File: src/rtl/led_strip_scheduler.sv
// Round-robin arbiter that shares one addressable-LED strip driver between N_REQ
// pattern sources, with finish-edge detection, a WAIT timeout and a post-frame latch gap.
module led_strip_scheduler #(
  parameter int N_REQ          = 4,
  parameter int LATCH_CYCLES   = 2500,
  parameter int TIMEOUT_CYCLES = 2000000
) (
  input  logic                   clk,
  input  logic                   reset,
  input  logic [N_REQ-1:0]       req,
  input  logic [24*N_REQ-1:0]    req_color,
  input  logic [7*N_REQ-1:0]     req_index,
  output logic [N_REQ-1:0]       done,
  output logic                   err,
  output logic                   timeout_sticky,
  output logic                   busy,
  output logic                   led_start,
  output logic [23:0]            led_color,
  output logic [6:0]             led_start_index,
  input  logic                   led_finish
);

  localparam int PTR_W = $clog2(N_REQ);
  localparam int TO_W  = $clog2(TIMEOUT_CYCLES);
  localparam int LA_W  = $clog2(LATCH_CYCLES + 1);

  localparam logic [1:0] ST_IDLE  = 2'd0;
  localparam logic [1:0] ST_ISSUE = 2'd1;
  localparam logic [1:0] ST_WAIT  = 2'd2;
  localparam logic [1:0] ST_LATCH = 2'd3;

  logic [1:0]       state_reg;
  logic [1:0]       state_next;
  logic [PTR_W-1:0] ptr_reg;
  logic [PTR_W-1:0] owner_reg;
  logic [TO_W-1:0]  to_cnt_reg;
  logic [LA_W-1:0]  la_cnt_reg;
  logic             led_finish_d_reg;
  logic [N_REQ-1:0] done_reg;
  logic             err_reg;
  logic             sticky_reg;
  logic             led_start_reg;
  logic [23:0]      led_color_reg;
  logic [6:0]       led_index_reg;

  logic [23:0]      color_arr [N_REQ];
  logic [6:0]       index_arr [N_REQ];
  logic [PTR_W:0]   cand_sum  [N_REQ];
  logic [PTR_W-1:0] cand_idx  [N_REQ];
  logic [N_REQ-1:0] cand_req;
  logic [N_REQ-1:0] owner_onehot;
  logic             grant_found;
  logic [PTR_W-1:0] grant_idx;
  logic [PTR_W-1:0] next_ptr;
  logic             finish_edge;
  logic             timeout_hit;
  logic             latch_last;

  // Candidate gi is the requester gi positions above the pointer, wrapped modulo N_REQ.
  genvar gi;
  generate
    for (gi = 0; gi < N_REQ; gi++) begin : g_req
      assign color_arr[gi]    = req_color[24*gi +: 24];
      assign index_arr[gi]    = req_index[7*gi +: 7];
      assign cand_sum[gi]     = {1'b0, ptr_reg} + (PTR_W+1)'(gi);
      assign cand_idx[gi]     = (cand_sum[gi] >= (PTR_W+1)'(N_REQ))
                                ? PTR_W'(cand_sum[gi] - (PTR_W+1)'(N_REQ))
                                : PTR_W'(cand_sum[gi]);
      assign cand_req[gi]     = req[cand_idx[gi]];
      assign owner_onehot[gi] = (owner_reg == PTR_W'(gi));
    end
  endgenerate

  // Scan downward so the nearest candidate to the pointer is the last one written.
  always_comb begin
    grant_found = |cand_req;
    grant_idx   = '0;
    for (int k = N_REQ - 1; k >= 0; k--) begin
      if (cand_req[k]) begin
        grant_idx = cand_idx[k];
      end
    end
  end

  assign next_ptr    = (owner_reg == PTR_W'(N_REQ - 1)) ? '0 : owner_reg + PTR_W'(1);
  assign finish_edge = led_finish & ~led_finish_d_reg;
  assign timeout_hit = (to_cnt_reg == TO_W'(TIMEOUT_CYCLES - 1));
  assign latch_last  = (la_cnt_reg == LA_W'(LATCH_CYCLES - 1));

  always_comb begin
    state_next = state_reg;
    case (state_reg)
      ST_IDLE:  if (grant_found) state_next = ST_ISSUE;
      ST_ISSUE: state_next = ST_WAIT;
      ST_WAIT:  if (finish_edge || timeout_hit) state_next = ST_LATCH;
      ST_LATCH: if (latch_last) state_next = ST_IDLE;
      default:  state_next = ST_IDLE;
    endcase
  end

  always_ff @(posedge clk) begin
    if (reset) begin
      state_reg        <= ST_IDLE;
      ptr_reg          <= '0;
      owner_reg        <= '0;
      to_cnt_reg       <= '0;
      la_cnt_reg       <= '0;
      led_finish_d_reg <= 1'b0;
      done_reg         <= '0;
      err_reg          <= 1'b0;
      sticky_reg       <= 1'b0;
      led_start_reg    <= 1'b0;
      led_color_reg    <= '0;
      led_index_reg    <= '0;
    end else begin
      state_reg        <= state_next;
      led_finish_d_reg <= led_finish;
      done_reg         <= '0;
      err_reg          <= 1'b0;
      led_start_reg    <= 1'b0;
      case (state_reg)
        ST_IDLE: begin
          if (grant_found) begin
            owner_reg     <= grant_idx;
            led_color_reg <= color_arr[grant_idx];
            led_index_reg <= index_arr[grant_idx];
            led_start_reg <= 1'b1;
          end
        end
        ST_ISSUE: begin
          to_cnt_reg <= '0;
        end
        ST_WAIT: begin
          // A finish edge takes priority over a coincident terminal count.
          if (finish_edge) begin
            done_reg   <= owner_onehot;
            la_cnt_reg <= '0;
            ptr_reg    <= next_ptr;
          end else if (timeout_hit) begin
            done_reg   <= owner_onehot;
            err_reg    <= 1'b1;
            sticky_reg <= 1'b1;
            la_cnt_reg <= '0;
            ptr_reg    <= next_ptr;
          end else begin
            to_cnt_reg <= to_cnt_reg + TO_W'(1);
          end
        end
        ST_LATCH: begin
          if (!latch_last) begin
            la_cnt_reg <= la_cnt_reg + LA_W'(1);
          end
        end
        default: ;
      endcase
    end
  end

  assign done            = done_reg;
  assign err             = err_reg;
  assign timeout_sticky  = sticky_reg;
  assign busy            = (state_reg != ST_IDLE);
  assign led_start       = led_start_reg;
  assign led_color       = led_color_reg;
  assign led_start_index = led_index_reg;

endmodule

File: config.mk
export PLATFORM = sky130hd
export DESIGN_NAME = led_strip_scheduler
export DESIGN_NICKNAME = d
export VERILOG_FILES = /design/src/rtl/led_strip_scheduler.sv
export SDC_FILE = /design/constraint.sdc
export NUM_CORES = 1
export LEC_CHECK = 0
export CAP_MARGIN = 20
export CORE_MARGIN = 2
export CORE_UTILIZATION = 45
export DETAILED_ROUTE_END_ITERATION = 8
export PLACE_DENSITY = 0.82
export SLEW_MARGIN = 5
export SYNTH_ARGS = -nofsm -noshare
export SYNTH_HDL_FRONTEND = slang
export SYNTH_SLANG_ARGS = --single-unit
export TNS_END_PERCENT = 5
File: constraint.sdc
create_clock -name clk -period 2.25 [get_ports clk]
set_input_delay 0.5625 -clock clk [delete_from_list [all_inputs] [get_ports clk]]
set_output_delay 0.5625 -clock clk [all_outputs]
set_load 0.02 [all_outputs]
==> results by group <==
Logic synthesis
  • Cell count after synthesis: around 530
  • Most area-consuming cells after synthesis: sky130_fd_sc_hd__dfxtp_1 (35%), sky130_fd_sc_hd__mux2i_1 (7.7%), sky130_fd_sc_hd__o21ai_0 (5.4%)
  • Share of the yosys chip area belonging to registers: 35.11%
  • Yosys top cell by area: sky130_fd_sc_hd__dfxtp_1
  • Most used standard cell by instance count after synthesis: sky130_fd_sc_hd__dfxtp_1
  • Mean area per synthesized cell: between 8 and 9 um^2
  • Syn nets: about 670
  • Post-synthesis async set-or-reset flop share: 0%
  • Top FF cell, synth: sky130_fd_sc_hd__dfxtp_1
  • Top-area cell type share of the netlist area: between 30% and 40%
  • Number of distinct library cell variants in the gate-level netlist after synthesis: 57
  • Synthesis Warnings: 0
  • Post-synthesis cell area: around 0.0044 mm^2
  • Synthesis-stage register bit count: 78
  • Synth cell count leaders: sky130_fd_sc_hd__dfxtp_1 (78), sky130_fd_sc_hd__nand2_1 (49), sky130_fd_sc_hd__o21ai_0 (48)
  • Post-synth EDFFs: 0

STA
  • Final min period: ~2100 ps
  • Final period utilization: between 90% and 100%
  • Max transition margin: between 50% and 60%
  • Number of endpoints failing setup at the final stage: 0
  • Highest Clock Rate: around 470 MHz
  • Largest clock skew in the final design: ~11 ps
  • Pins over their slew limit: 0
  • Worst-margin pin slew: between 600 and 700 ps
  • Final hold violations: 0

Cells and area
  • Synthesis-to-finish area growth: 50.72%
  • Area of the multi-input gates: between 0.002 and 0.003 mm^2
  • Number of nets in the layout: roughly 860
  • Area taken by flip-flops and latches: ~0.0016 mm^2
  • # diodes: 0
  • Share of post-route cells with drive strength above 1: between 10% and 20%
  • Fillers: between 700 and 800
  • Fin area: around 0.0067 mm^2
  • Max reg flops: 24

Worst setup path
  • Highest net fanout along the worst path: 10
  • Worst Reg2Reg Path Length in Cells: 7
  • Critical path origin: to_cnt_reg[9]$_SDFFE_PP0P_
  • Crit end category: flop
  • Req. time, crit path: 2540 ps
  • Critical R2R Launch: to_cnt_reg[9]$_SDFFE_PP0P_
  • Setup slack, reg-to-reg: approximately 110 ps
  • Startpoint Class: flop
  • Endpoint of the most critical register-to-register path: la_cnt_reg[8]$_SDFFE_PP0P_
  • Worst Setup Path Type: flop to flop
  • Data arrival, critical path: about 2400 ps
  • Capturing element of the worst setup path: la_cnt_reg[8]$_SDFFE_PP0P_

Route
  • DRC viols: 0
  • Number of antenna-violating nets in the routed design: 0
  • Total number of vias: around 4.8k
  • Drt total wl: 14020 um
  • Average detailed-routed wire length per instance: approximately 16 um
  • Mean number of vias per cell: 5.648
  • Violation count after the first detailed-routing iteration: 200
  • DRT Pass-1 Iters: 4

Placed design
  • Post-DP HPWL: ~11000 um
  • Placer Congestion: 0.8212
  • Placement-stage cell area: 0.006509 mm^2
  • Port Buffers: ~170

Global route
  • Via count of the first global-routing pass: 4784
  • Maximum number of pins on one net before global-route repair: 25
  • Global-route wire length before repair: 22160 um
  • Initial antenna violation count: 0
  • Total global routing overflow: 0
  • Overall global routing resource usage: between 20% and 30%

Die
  • Die height: 103.4 um
  • Core box area: 0.009684 mm^2
  • I/O Pins: 170
  • Initial cell density of the core: about 46%
  • Number of cell rows: 36
  • Total Die Area: between 0.01 and 0.015 mm^2
  • Die outline width: 103.4 um

Clocking
  • H-Tree Depth: 3
  • Clock latency on the worst-skew pair: approximately 360 ps
  • Clock slew at the register clock pins of the worst setup and hold paths: 80 ps
  • Root cell of the clock tree: sky130_fd_sc_hd__clkbuf_8
  • Clock tree from TritonCTS: done
  • Max Root-Sink Buffers: 2
  • Total number of clock tree sinks: 78
  • Total clock buffers created by CTS: 9

Power
  • Fraction of power consumed by sequential logic: between 30 and 40%
  • Logic pwr share: a little under half
  • Static leakage power: 2.441 nW
  • Areal power density over the cells: between 700 and 800 mW/mm^2
  • Switch share: between 30% and 40%
  • Largest vdd supply drop: between 0.4 and 0.5 mV
  • Clock Power Share: 19.0%
  • Power after layout: between 5 and 6 mW
  • Switching Power: 1.951 mW
  • Power Internal: 3.205 mW

Run
  • Max-cap violations: 0

Hold path
  • Hold Startpoint: timeout_sticky$_SDFFE_PP0P_
  • Type of the most critical hold path: flop to flop

Outcome
  • Result of the run: finished, final reports clean
[power groups by stage]
stage / clock network [mW] / registers [mW] / logic, mW
final: 0.981 / 1.77 / 2.41
after CTS: 0.996 / 1.77 / 2.40
after detailed placement: 0 / 1.79 / 2.40
after global routing: 1.06 / 1.80 / 2.58
after floorplan: 0 / 2.01 / 0.981
after global placement: 0 / 1.79 / 2.34
[placed cells by master (no fill, tap or decap), types with 12 or more instances in the layout]
cell | netlist | final
sky130_fd_sc_hd__or3_1 | 12 | 12
sky130_fd_sc_hd__o21ai_0 | 48 | 48
sky130_fd_sc_hd__mux2i_1 | 34 | 34
sky130_fd_sc_hd__clkdlybuf4s50_1 | 0 | 168
sky130_fd_sc_hd__buf_4 | 0 | 31
sky130_fd_sc_hd__nand3_1 | 38 | 38
sky130_fd_sc_hd__a211oi_1 | 15 | 15
sky130_fd_sc_hd__nor2_1 | 24 | 24
sky130_fd_sc_hd__inv_1 | 12 | 12
sky130_fd_sc_hd__nand2_1 | 49 | 49
sky130_fd_sc_hd__a21oi_1 | 21 | 21
sky130_fd_sc_hd__a21o_1 | 28 | 28
sky130_fd_sc_hd__o211ai_1 | 26 | 26
sky130_fd_sc_hd__dfxtp_1 | 78 | 77
[layout make-up]
| cell class | count | share of cell area [%] |
|---|---|---|
| multi-input cells | 407 | 40.26 |
| repair buffers | 207 | 30.65 |
| flip-flops and latches | 78 | 23.31 |
| well taps | 133 | 2.482 |
| clock buffers | 12 | 2.165 |
| inverters | 12 | 0.6719 |
| clock inverters | 4 | 0.4666 |
[timing repair]
item,in CTS,in global routing
pin swaps,0,1
endpoints found under the setup margin,1,7
setup buffers,0,1
cloned,0,0
hold buffers,0,0
resized for setup,1,3
[routing by layer]
layer  track usage, %  share of wire [%]
met1            30.32                 39
met5                0                  0
met2            45.76                 50
met4            12.04                3.2
met3            7.191                6.8
[how the worst min path moves through the flow]
stage | to | slack [ps] | cells past startpoint
CTS | timeout_sticky$_SDFFE_PP0P_ | 460 | 1
global route | timeout_sticky$_SDFFE_PP0P_ | 490 | 1
finish | timeout_sticky$_SDFFE_PP0P_ | 460 | 1
floorplan | to_cnt_reg[5]$_SDFFE_PP0P_ | 450 | 2
detailed placement | timeout_sticky$_SDFFE_PP0P_ | 450 | 1
global placement | timeout_sticky$_SDFFE_PP0P_ | 440 | 1
[critical path, stage by stage, from the launching register on]
cell	delay [ps]
sky130_fd_sc_hd__dfxtp_1	350
sky130_fd_sc_hd__or3b_2	510
sky130_fd_sc_hd__nor4_4	230
sky130_fd_sc_hd__buf_4	180
sky130_fd_sc_hd__buf_6	150
sky130_fd_sc_hd__a31oi_4	130
sky130_fd_sc_hd__or3_1	370
sky130_fd_sc_hd__a21oi_1	140
[through the flow]
stage	setup WS [ps]	hold WS (ps)	setup TNS, ps	instances	util [%]
5_1_grt	-26.89	493.1	-48.91	853	69.22
6_report	114.3	457.5	0	853	69.22
2_1_floorplan	225.6	447.7	0	527	-
3_5_place_dp	-173.5	446.2	-3476	836	67.21
3_3_place_gp	-131.4	436.1	-2341	836	67.21
4_1_cts	69.94	461.2	0	852	69.02
[cells by family after synthesis]
group           count (synthesis)  synth area share [%]
xor+xnor                       11                 2.166
compound gates                163                 24.67
buf+inv                        42                 4.473
simple gates                  189                 23.12
flops                          78                 35.11
fa+ha+maj                      10                 2.813
mux                            34                 7.651
(Power assumes the default switching activity.)
